$ cat src/rtl/latch_exerciser.sv
// latch_exerciser
//   Stimulus generator and checker for a WIDTH-bit transparent latch with
//   asynchronous set/clear. One accepted start runs four fixed-control phases
//   (STEPS_FIXED steps each) and one random phase (STEPS_RAND steps). Each
//   step's drive is compared one clock later against a golden latch model.
//
// Ports
//   clk       : clock, rising edge
//   rst_n     : asynchronous active-low reset
//   start     : one-cycle run request (ignored while busy)
//   q_in      : latch output read back
//   lat_aset  : latch async set (active high)
//   lat_aclr  : latch async clear (active high)
//   lat_gate  : latch enable (transparent when 1)
//   lat_data  : latch data input
//   busy      : sequence running
//   done      : sequence finished, held until next accepted start or reset
//   pass      : valid with done; 1 iff err_cnt == 0
//   err_cnt   : saturating mismatch count
module latch_exerciser #(
  parameter int          WIDTH       = 4,
  parameter int          STEPS_FIXED = 20,
  parameter int          STEPS_RAND  = 50,
  parameter logic [15:0] SEED        = 16'hACE1
) (
  input  logic             clk,
  input  logic             rst_n,
  input  logic             start,
  input  logic [WIDTH-1:0] q_in,
  output logic             lat_aset,
  output logic             lat_aclr,
  output logic             lat_gate,
  output logic [WIDTH-1:0] lat_data,
  output logic             busy,
  output logic             done,
  output logic             pass,
  output logic [7:0]       err_cnt
);

  typedef enum logic [1:0] {S_IDLE, S_RUN, S_DONE} state_t;

  localparam logic [15:0] SEED_EFF   = (SEED == 16'h0000) ? 16'h0001 : SEED;
  localparam logic [15:0] LFSR_MASK  = 16'hB400;
  localparam logic [7:0]  LAST_FIXED = 8'(STEPS_FIXED - 1);
  localparam logic [7:0]  LAST_RAND  = 8'(STEPS_RAND - 1);

  state_t           r_state;
  logic [2:0]       r_phase;
  logic [7:0]       r_step;
  logic [15:0]      r_lfsr;
  logic [WIDTH-1:0] r_exp;

  logic [15:0]      w_lfsr_next;
  logic [WIDTH-1:0] w_exp_next;
  logic             w_mismatch;
  logic [7:0]       w_err_next;
  logic             w_phase_end;
  logic             w_last_step;
  logic [2:0]       w_phase_nxt;
  logic [7:0]       w_step_nxt;
  logic [1:0]       w_ctl_nxt;
  logic [1:0]       w_ctl_first;

  function automatic logic [15:0] lfsr_adv(input logic [15:0] x);
    lfsr_adv = {1'b0, x[15:1]} ^ (x[0] ? LFSR_MASK : 16'h0000);
  endfunction

  // Returns {aclr, aset} for a phase; the random phase takes them from the LFSR.
  function automatic logic [1:0] phase_ctl(input logic [2:0] ph, input logic [15:0] l);
    case (ph)
      3'd0:    phase_ctl = 2'b11;
      3'd1:    phase_ctl = 2'b10;
      3'd2:    phase_ctl = 2'b01;
      3'd3:    phase_ctl = 2'b00;
      default: phase_ctl = {l[13], l[14]};
    endcase
  endfunction

  always_comb begin
    w_lfsr_next = lfsr_adv(r_lfsr);

    // Golden latch response to the values currently on the outputs.
    w_exp_next = r_exp;
    if (lat_aclr)      w_exp_next = '0;
    else if (lat_aset) w_exp_next = '1;
    else if (lat_gate) w_exp_next = lat_data;

    w_mismatch = (q_in != w_exp_next);
    w_err_next = err_cnt;
    if (w_mismatch && (err_cnt != 8'hFF)) w_err_next = err_cnt + 8'd1;

    w_phase_end = (r_phase == 3'd4) ? (r_step == LAST_RAND) : (r_step == LAST_FIXED);
    w_last_step = (r_phase == 3'd4) && (r_step == LAST_RAND);
    w_phase_nxt = w_phase_end ? (r_phase + 3'd1) : r_phase;
    w_step_nxt  = w_phase_end ? '0 : (r_step + 8'd1);
    w_ctl_nxt   = phase_ctl(w_phase_nxt, r_lfsr);
    w_ctl_first = phase_ctl(3'd0, SEED_EFF);
  end

  always_ff @(posedge clk or negedge rst_n) begin
    if (!rst_n) begin
      r_state  <= S_IDLE;
      r_phase  <= '0;
      r_step   <= '0;
      r_lfsr   <= SEED_EFF;
      r_exp    <= '0;
      lat_aclr <= 1'b1;
      lat_aset <= 1'b0;
      lat_gate <= 1'b0;
      lat_data <= '0;
      busy     <= 1'b0;
      done     <= 1'b0;
      pass     <= 1'b0;
      err_cnt  <= '0;
    end else begin
      case (r_state)
        S_IDLE, S_DONE: begin
          if (start) begin
            // Step 0 is driven straight from the seed; the register then
            // holds the value for step 1.
            r_state  <= S_RUN;
            r_phase  <= '0;
            r_step   <= '0;
            r_lfsr   <= lfsr_adv(SEED_EFF);
            r_exp    <= '0;
            lat_aclr <= w_ctl_first[1];
            lat_aset <= w_ctl_first[0];
            lat_gate <= SEED_EFF[15];
            lat_data <= SEED_EFF[WIDTH-1:0];
            busy     <= 1'b1;
            done     <= 1'b0;
            pass     <= 1'b0;
            err_cnt  <= '0;
          end
        end
        S_RUN: begin
          r_exp   <= w_exp_next;
          err_cnt <= w_err_next;
          if (w_last_step) begin
            r_state  <= S_DONE;
            lat_aclr <= 1'b0;
            lat_aset <= 1'b0;
            lat_gate <= 1'b0;
            lat_data <= '0;
            busy     <= 1'b0;
            done     <= 1'b1;
            pass     <= (w_err_next == 8'd0);
          end else begin
            r_phase  <= w_phase_nxt;
            r_step   <= w_step_nxt;
            r_lfsr   <= w_lfsr_next;
            lat_aclr <= w_ctl_nxt[1];
            lat_aset <= w_ctl_nxt[0];
            lat_gate <= r_lfsr[15];
            lat_data <= r_lfsr[WIDTH-1:0];
          end
        end
        default: r_state <= S_IDLE;
      endcase
    end
  end

endmodule

$ cat config.mk
export PLATFORM = sky130hd
export DESIGN_NAME = latch_exerciser
export DESIGN_NICKNAME = d
export VERILOG_FILES = /design/src/rtl/latch_exerciser.sv
export SDC_FILE = /design/constraint.sdc
export NUM_CORES = 1
export LEC_CHECK = 0
export ABC_CLOCK_PERIOD_IN_PS = 3700
export BUFFER_PORTS_ARGS = -buffer_cell sky130_fd_sc_hd__buf_4
export CAP_MARGIN = 5
export CORE_AREA = 4 4 79 81
export DETAILED_ROUTE_END_ITERATION = 10
export DIE_AREA = 0 0 83 85
export GPL_ROUTABILITY_DRIVEN = 0
export PLACE_DENSITY = 0.67
export SLEW_MARGIN = 30
export SYNTH_ARGS = -nofsm -noshare
export SYNTH_HDL_FRONTEND = slang
export SYNTH_SLANG_ARGS = --single-unit
$ cat constraint.sdc
create_clock -name clk -period 3.7 [get_ports clk]
set_clock_uncertainty 0.2 [all_clocks]
set_input_delay 1.11 -clock clk [delete_from_list [all_inputs] [get_ports clk]]
set_output_delay 1.11 -clock clk [all_outputs]
set_load 0.02 [all_outputs]
==> results of run 1 <==
## critical path, cell delays in order
cell and delay (ns):
buf_4 0.12, o41ai_2 0.30, o21ai_1 0.10, a221o_1 0.29, or4_4 0.54, a2111oi_4 0.37
o221ai_2 0.14, o31ai_2 0.19
## synthesized netlist by cell type (7+ instances only)
master	number
dfrtp_1	42
inv_1	10
nor2_1	21
and3_1	7
nand3_1	13
nand2_1	43
a22o_1	9
nor3_1	7
clkbuf_1	10
dfstp_2	9
o21ai_0	25
a21oi_1	13
## path summary, 6_finish.rpt
check	startpoint	endpoint	slack [ns]
worst min-delay path	r_lfsr[6]	r_lfsr[5]	0.26
worst min register to register	r_lfsr[6]	r_lfsr[5]	0.26
min in group asynchronous	rst_n	r_lfsr[2]	0.63
worst max-delay path	q_in[0]	pass	0.55
worst max register to register	lat_gate	pass	0.97
max in group asynchronous	rst_n	r_step[4]	2.23
## registers in the layout, indices dropped and copies added (netlist names)
signal,cells
done,1
r_exp,4
pass,1
busy,1
lat_gate,1
r_state,2
lat_data,4
err_cnt,8
r_phase,3
lat_aclr,1
r_step,8
r_lfsr,16
lat_aset,1
## per-stage QoR
stage | instance area, um^2 | cells | setup slack, ns | total power (W) | hold WS, ns
floorplan | 2673 | 284 | 0.4571 | 0.001646 | 0.2326
global placement | 2924 | 373 | 0.2702 | 0.001898 | 0.2389
detailed placement | 2924 | 373 | 0.2317 | 0.001918 | 0.2415
CTS | 3009 | 381 | 0.5580 | 0.002242 | 0.2564
global route | 3009 | 381 | 0.4931 | 0.002417 | 0.2706
finish | 3009 | 381 | 0.5545 | 0.002210 | 0.2580
## cell type report
cell class	instances	area, um^2
repair buffers	30	225.2
fillers	519	2464
clock inverters	2	12.51
clock buffers	6	72.57
flip-flops and latches	51	1287
inverters	10	37.54
multi-input cells	210	1284
well taps	72	90.09
## routing by layer
metal	vias up	wire [um]	share of wire, %
met5	-	0	0
met4	0	51	0.91
met3	5	221	3.9
met2	38	2622	47
met1	1015	2704	48
li1	1073	-	-
## cell families (layout without fill, tap and decap cells)
family	Yosys count	count (layout)
adders and majority gates	5	5
muxes	4	4
AOI/OAI and AO/OA	77	77
and+or+nand+nor	118	118
xor gates and xnor gates	6	6
buffers and inverters	23	48
DFF	51	51
## power by group
| group | switching, W | total [W] | internal, W |
|---|---|---|---|
| Clock | 0.000178 | 0.000310 | 0.000133 |
| Combinational | 0.000474 | 0.000880 | 0.000406 |
| Sequential | 0.000223 | 0.00102 | 0.000797 |
| Total | 0.000875 | 0.00221 | 0.00134 |
==> metrics.txt, run 1 <==
core region area between 5000 and 6000 um^2; via count 2131; Leak about 1.4 nW; Yosys top cell area share 39.33%; H-tree Lvls 2; Critical Path AT around 3.2 ns; main combinational cell family by area after synthesis simple AND/OR/NAND/NOR gates; Final period util a little under nine tenths; Post-Route WL about 5600 um; syn nets roughly 300; status finished, final reports clean; drt pass-1 iters 4; Nets 320; die height between 80 and 90 um; number of global-route vias before repair 2114; hold path cells 2; RSZ-0062 raised after global routing no; most frequent cells in the layout nand2_1 (43), dfrtp_1 (42), buf_4 (30); die area 7055 um^2; Post-route DRC 0; post-CTS setup buffers 0; Area contributors post-synth dfrtp_1 (39%), dfstp_2 (8.8%), nand2_1 (6.0%); Root Buffer clkbuf_8; Seq cells post-synth 51; first-pass GRT wire length 10210 um; adder-cell share of the synthesized area between 2 and 2.5%; final hold vios 0; post-synthesis compound-gate area fraction about a fifth; maximum clock rate between 0.3 and 0.4 GHz; worst-path fanout max 4; # hold bufs at CTS 0; CTS Buf Count 5; Yosys cell types between 50 and 60; XOR/XNOR share of the synthesized area about 2.0%; endpoint class of the critical path register; clk sinks just over 50; mux share of post-synthesis cell area 1.592%; Chip Width between 80 and 90 um; IO Count 25; post-synth top area cell dfrtp_1; share of flip-flops with an asynchronous set or reset 100.0%; worst-margin pin slew 0.6471 ns; GRT Util Overall ~17%; met3 Track Usage GR 3.786%; dpl hpwl approximately 4000 um; commonest non-fill, non-tap cell in the layout nand2_1; Worst EP required ~3.7 ns; Worst Reg-to-Reg Cells 7; vias per std cell 5.593; post-synthesis simple-gate area fraction between 20% and 30%; GR peak layer met2; Slew Viols, Final 0; area delta synth->final 12.59%; Initial Utilization between 40% and 50%; final setup fails 0; diode count 0; Slew HR ~57%; Routed Antenna Nets 0; Mean Syn Cell Area ~9.4 um^2; Clock transition at path regs 0.09 ns; share of cells above drive strength 1 a little under a fifth; EDFF count, synth 0; Ys Warns 0; WL per Instance about 15 um; WS Path Type in -> reg; pwr/cell area ~730 nW/um^2; Cell Rows 27; met1 Usage GRT roughly a quarter; routing usage on met2 between 20% and 30%; Final Critical Period roughly 3.1 ns; CTS tree built; initial antenna violation count 0; Peak VDD IR 360.3 uV; post-route setup TNS 0 ns; CTS max path bufs 2; Tightest Hold Check Type reg -> reg; sequential fraction of the synthesis area roughly half; mapped cell area 2673 um^2; Iter 0 DRT Violations around 160; post-CTS sizing 0; # port buffers 24; clk_lat worst skew just under 0.3 ns; # Max-Cap Violations 0; Synth Flop Type dfrtp_1; remaining global-route overflow 0; CP Launch Type input pin; largest net degree at the start of global routing 52; Finished Core Util a little over half; synthesized instance count around 280
No activity file was read; power rests on OpenSTA's default activity.
==> run 2, diff against run 1 <==
--- a/config.mk
+++ b/config.mk
@@ -8,11 +8,11 @@
 export ABC_CLOCK_PERIOD_IN_PS = 3700
 export BUFFER_PORTS_ARGS = -buffer_cell sky130_fd_sc_hd__buf_4
 export CAP_MARGIN = 5
-export CORE_AREA = 4 4 79 81
+export CORE_AREA = 2 2 77 79
 export DETAILED_ROUTE_END_ITERATION = 10
-export DIE_AREA = 0 0 83 85
+export DIE_AREA = 0 0 79 81
 export GPL_ROUTABILITY_DRIVEN = 0
-export PLACE_DENSITY = 0.67
+export PLACE_DENSITY = 0.64
 export SLEW_MARGIN = 30
 export SYNTH_ARGS = -nofsm -noshare
 export SYNTH_HDL_FRONTEND = slang
==> run 2 against run 1 <==
  * Sequential cell count did not move
  * Count of clock-buffer cells in the layout shrank 1
  * Sequential share of layout area fell by 0.11 points
  * Critical path type unchanged
  * Die area decreased by 9.3%
  * Power rose by 0.96%
  * Worst setup slack better by 0.019 ns
  * Largest power group unchanged
  * Via count grew 1.5%
  * Routed wire length increased by 5.1%
  * Sequential power barely moved
  * Register-to-register slack better by 0.03 ns
  * Global-route usage up 2.8 points
==> metrics.txt, run 2 (synthesis gave the netlist of run 1 again) <==
vias per std cell roughly 5.6; first-pass GRT wire length just over 10000 um; diode count 0; GRT Util Overall 20.14%; CP peak stage delay 0.54 ns; worst-path fanout max 10; die area 6399 um^2; Finished Core Util 53.15%; # Max-Cap Violations 0; endpoint class of the critical path register; remaining global-route overflow 0; clk sinks roughly 50; R2R Path Start lat_gate; Tightest Hold Check Type reg -> reg; final setup fails 0; CTS max path bufs 2; WL per Instance around 15 um; dpl cells 376; WHS Endpoint r_lfsr[6]; clk_lat worst skew ~0.31 ns; post-CTS setup buffers 0; critical path cell sequence buf_4 > o41ai_2 > o21ai_1 > a221o_1 > or4_4 > buf_4 > and2_4 > a21o_1 > a31oi_1; Root Buffer clkbuf_8; worst reg-to-reg setup slack 1.00 ns; Slew Viols, Final 0; DR WL met3 about 190 um; largest net degree at the start of global routing 52; IO Count 25; CP Launch Type input pin; RSZ-0062 raised after global routing no; share of cells above drive strength 1 18.77%; Chip Width slightly below 80 um; Peak VDD IR around 400 uV; Slew HR 56.34%; Worst Reg-to-Reg Cells 8; Final period util a little over four fifths; Critical Path AT between 3 and 4 ns; Top cell by count, worst path buf_4; critical path's slowest cell or4_4; hold path cells 2; commonest non-fill, non-tap cell in the layout nand2_1; WS Path Type in -> reg; CTS Buf Count 5; placed standard-cell area just under 3000 um^2; post-CTS sizing 0; # hold bufs at CTS 0; worst-margin pin slew between 0.6 and 0.7 ns; initial antenna violation count 0; status finished, final reports clean; core region area 5675 um^2; Nets between 300 and 400; most flop-heavy register r_lfsr; H-tree Lvls 2; Post-Route WL 5885 um; die height approximately 81 um; final hold vios 0; M1 WL between 2000 and 3000 um; pwr/cell area approximately 740 nW/um^2; post-route setup TNS 0 ns; Routed Antenna Nets 0; drt pass-1 iters 4; most frequent cells in the layout nand2_1 (43), dfrtp_1 (42), buf_4 (30); Final Critical Period 3.126 ns; WL met2 2752 um; RR Endpoint err_cnt[2]; Worst Hold Launch r_lfsr[7]; # port buffers 24; Leak between 1 and 1.5 nW; max reg flops 16; dpl hpwl around 4000 um; leading registers by flop count r_lfsr x16, err_cnt x8, r_step x8; Post-route DRC 0; maximum clock rate roughly 0.32 GHz; top routing layer in use met4; Iter 0 DRT Violations 93; Initial Utilization 47.09%; via count between 2000 and 2500; Worst EP required 3.73 ns; Clock transition at path regs about 0.090 ns; post-route insts no fill between 300 and 400; CTS tree built; post-route cell area 3017 um^2; Cell Rows 28; number of global-route vias before repair ~2100; area delta synth->final 12.87%
## run 2: changes by cell type in the layout (fill, tap and decap cells not counted), sizes merged
cell | previous run | this run
clkinvlp | 1 | 2
clkbuf | 6 | 5
## run 2: how the worst max path moves through the flow
| stage | from | endpoint |
|---|---|---|
| 3_3_place_gp | q_in[0] | pass |
| 2_1_floorplan | q_in[0] | pass |
| 4_1_cts | q_in[0] | err_cnt[2] |
| 3_5_place_dp | q_in[0] | pass |
| 6_report | q_in[0] | err_cnt[2] |
| 5_1_grt | q_in[0] | pass |
## run 2: cell type report
| class | instances | area, um^2 |
|---|---|---|
| clock buffers | 5 | 68.82 |
| well taps | 75 | 93.84 |
| flip-flops and latches | 51 | 1287 |
| fillers | 552 | 2659 |
| multi-input cells | 210 | 1284 |
| repair buffers | 30 | 225.2 |
| clock inverters | 3 | 20.02 |
| inverters | 10 | 37.54 |
## run 2: where the power goes
group	internal, W	switching, W
Clock	0.000132	0.000192
Combinational	0.000405	0.000474
Sequential	0.000797	0.000231
## run 2: stage by stage
stage / hold slack (ns) / total power, W / worst slack (ns)
floorplan: 0.2326 / 0.001646 / 0.4571
global placement: 0.2373 / 0.001901 / 0.2767
finish: 0.2578 / 0.002231 / 0.5737
CTS: 0.2600 / 0.002253 / 0.5779
detailed placement: 0.2442 / 0.001924 / 0.2520
global route: 0.2782 / 0.002412 / 0.4769
## run 2: worst max-delay path, delay by kind of cell
family,cells,cell delay (ns)
AOI/OAI and AO/OA,5,1.04
and+or+nand+nor,2,0.70
buffers and inverters,2,0.32
## run 2: layer usage
| metal | vias up | global-route usage [%] |
|---|---|---|
| li1 | 1064 | - |
| met1 | 1054 | 26.43 |
| met2 | 38 | 34.58 |
| met3 | 7 | 3.444 |
| met4 | 0 | 5.690 |
| met5 | - | 0 |
==> run 3, diff against run 2 <==
==> config.mk (replaced) <==
export PLATFORM = sky130hd
export DESIGN_NAME = latch_exerciser
export DESIGN_NICKNAME = d
export VERILOG_FILES = /design/src/rtl/latch_exerciser.sv
export SDC_FILE = /design/constraint.sdc
export NUM_CORES = 1
export LEC_CHECK = 0
export ABC_AREA = 1
export ABC_CLOCK_PERIOD_IN_PS = 2950
export BUFFER_PORTS_ARGS = -buffer_cell sky130_fd_sc_hd__buf_4
export CAP_MARGIN = 5
export CORE_AREA = 2 2 76 78
export DETAILED_ROUTE_END_ITERATION = 10
export DIE_AREA = 0 0 78 80
export GPL_ROUTABILITY_DRIVEN = 0
export PLACE_DENSITY = 0.65
export SLEW_MARGIN = 30
export SYNTH_ARGS = -nofsm -noshare
export SYNTH_HDL_FRONTEND = slang
export SYNTH_SLANG_ARGS = --single-unit
==> constraint.sdc (replaced) <==
create_clock -name clk -period 2.95 [get_ports clk]
set_clock_uncertainty 0.2 [all_clocks]
set_input_delay 0.885 -clock clk [delete_from_list [all_inputs] [get_ports clk]]
set_output_delay 0.885 -clock clk [all_outputs]
set_load 0.02 [all_outputs]
==> run 3 against run 2 <==
  * Synthesized cell count grew 15%
  * Via count rose by 1.8%
  * Area after synthesis down 0.47%
==> metrics.txt, run 3 <==
status finished, final reports clean; Worst EP required between 2 and 3 ns; final hold vios 0; Switching Share a little over two fifths; Initial Utilization about half; IO Count 25; R2R Path Start r_phase[0]; maximum clock rate 0.4404 GHz; first-pass GRT wire length about 10000 um; Final period util 76.98%; Synth Flop Type dfrtp_1; diode count 0; Slew HR just under 60%; mapped cell area roughly 2700 um^2; clock network fraction of design power between 10% and 20%; via count ~2200; Cell Rows 27; GRT Util Overall 19.75%; Chip Width 78 um; CP Launch Type input pin; clk sinks 51; WL per Instance between 10 and 15 um; Yosys cell types 34; area taken by flip-flops and latches roughly 1300 um^2; crit-path leading delay family simple AND/OR/NAND/NOR gates; Yosys top cell area share 39.51%; Peak VDD IR between 400 and 500 uV; max reg flops 16; RSZ-0062 raised after global routing no; Fillers ~520; CTS max path bufs 2; Root Buffer clkbuf_8; remaining global-route overflow 0; Worst Hold Launch r_lfsr[15]; syn nets 340; Switch Pwr 0.001253 W; final setup fails 0; leading registers by flop count r_lfsr x16, err_cnt x8, r_step x8; Multi-input gate area approximately 1100 um^2; number of global-route vias before repair 2146; largest net degree at the start of global routing between 50 and 60; sequential fraction of the synthesis area between 40% and 50%; Routed Antenna Nets 0; dpl cells around 420; Post-route DRC 0; # hold bufs at CTS 0; worst-path fanout max 23; critical path buffer and inverter count 3; EDFF count, synth 0; cell internal pwr approximately 0.0017 W; setup ws final around 0.68 ns; most flop-heavy register r_lfsr; post-synth top area cell dfrtp_1; post-CTS sizing 0; Worst Reg-to-Reg Cells 10; Ys Warns 0; post-route insts no fill approximately 430; Comb power frac between 40% and 50%; Post-synth top cells nand2_1 (85), inv_1 (44), dfrtp_1 (42), nand3_1 (35), o21ai_0 (18); commonest non-fill, non-tap cell in the layout nand2_1; dpl hpwl about 3900 um; synthesized instance count 328; Finished Core Util 55.32%; Nets between 300 and 400; Slew Viols, Final 0; H-tree Lvls 2; initial antenna violation count 0; endpoint class of the critical path register; vias per std cell just over 5; drt pass-1 iters 4; Mean Syn Cell Area approximately 8 um^2; # port buffers 24; dpl ws about 0.36 ns; Iter 0 DRT Violations ~130; Area contributors post-synth dfrtp_1 (40%), nand2_1 (12%), dfstp_2 (8.9%); WS Path Type in -> reg; post-CTS setup buffers 0; RR Endpoint r_step[6]; clk_lat worst skew 0.30 ns; critical path's slowest cell nor2_1; CTS tree built; Critical Path AT 2.26 ns; die area between 6000 and 7000 um^2; worst reg-to-reg setup slack around 0.75 ns; # Max-Cap Violations 0; Seq pwr share between 40% and 50%; cell with the most instances after synthesis nand2_1; CP peak stage delay 0.40 ns; CTS Buf Count 5; critical path cell sequence buf_4 > inv_1 > nor2_1 > nor2_8 > inv_2 > nand3_1 > o21ai_0 > a21oi_1; Seq cells post-synth ~50; Post-Route WL between 5000 and 6000 um; pwr/cell area roughly 990 nW/um^2; WHS Endpoint r_lfsr[15]; core region area between 5000 and 6000 um^2; Leak 1.470 nW; worst-margin pin slew approximately 0.64 ns; hold path cells 2; die height ~80 um; Final Critical Period roughly 2.3 ns; Clock transition at path regs around 0.10 ns; most frequent cells in the layout nand2_1 (85), inv_1 (44), dfrtp_1 (42); post-route setup TNS 0 ns; share of cells above drive strength 1 17.23%; share of flip-flops with an asynchronous set or reset between 90% and 100%; Tightest Hold Check Type reg -> reg; area delta synth->final 12.42%
## run 3: changes by cell type after synthesis, sizes merged, moves of 6 or more
cell,delta
inv,+39
nand2,+45
and3,-7
clkbuf,-7
a21oi,-6
o22ai,+11
a22o,-9
nand3,+23
## run 3: final cells by class
class | count | share of cell area, %
timing repair buffer | 26 | 6.527
tap | 72 | 3.013
multi-input combinational | 220 | 37.95
clock inverter | 2 | 0.5439
inverter | 49 | 6.151
clock buffer | 6 | 2.762
sequential | 51 | 43.05
## run 3: per-stage QoR
stage	total power, W	hold WS [ns]	cell area, um^2
after detailed placement	0.002558	0.2640	2892
after CTS	0.002995	0.2925	2990
after global routing	0.003241	0.3113	2990
final	0.002972	0.2877	2990
after global placement	0.002524	0.2614	2892
after floorplan	0.002159	0.2427	2660
## run 3: power by group through the flow
stage               Sequential (W)  Combinational, W  Clock, W
floorplan                  0.00135          0.000810         0
global placement           0.00128           0.00125         0
detailed placement         0.00128           0.00128         0
CTS                        0.00127           0.00128  0.000442
global route               0.00131           0.00145  0.000473
finish                     0.00127           0.00127  0.000430
## run 3: cells by family after synthesis
kind of cell	synth area share, %
flip-flops	48.40
AO/OA/AOI/OAI	11.24
adder cells (fa/ha/maj)	2.352
AND/OR/NAND/NOR	27.75
XOR/XNOR	1.317
buffers and inverters	8.937
## run 3: routing by layer
metal  track usage, %  wire, um  up-vias
met1            26.51      2719     1030
met4            6.667        85        0
met3            3.167       175        9
met5                0         0        -
li1                 -         -     1124
met2            32.76      2580       39
## run 3: worst register-to-register path: cells and delay by family, from the launching register on
kind                       cells  cell delay [ns]
AOI/OAI and AO/OA              2             0.23
adders and majority gates      1             0.20
buffers and inverters          2             0.41
DFF                            1             0.37
and+or+nand+nor                5             0.68
## run 3: how the worst max path moves through the flow
stage | from | to | slack [ns] | depth (start not counted)
2_1_floorplan | start | r_exp[0] | 0.87 | 6
3_3_place_gp | start | r_step[6] | 0.42 | 8
3_5_place_dp | start | r_step[6] | 0.36 | 8
4_1_cts | start | r_step[6] | 0.67 | 8
5_1_grt | start | r_step[6] | 0.50 | 8
6_report | start | r_step[6] | 0.68 | 8
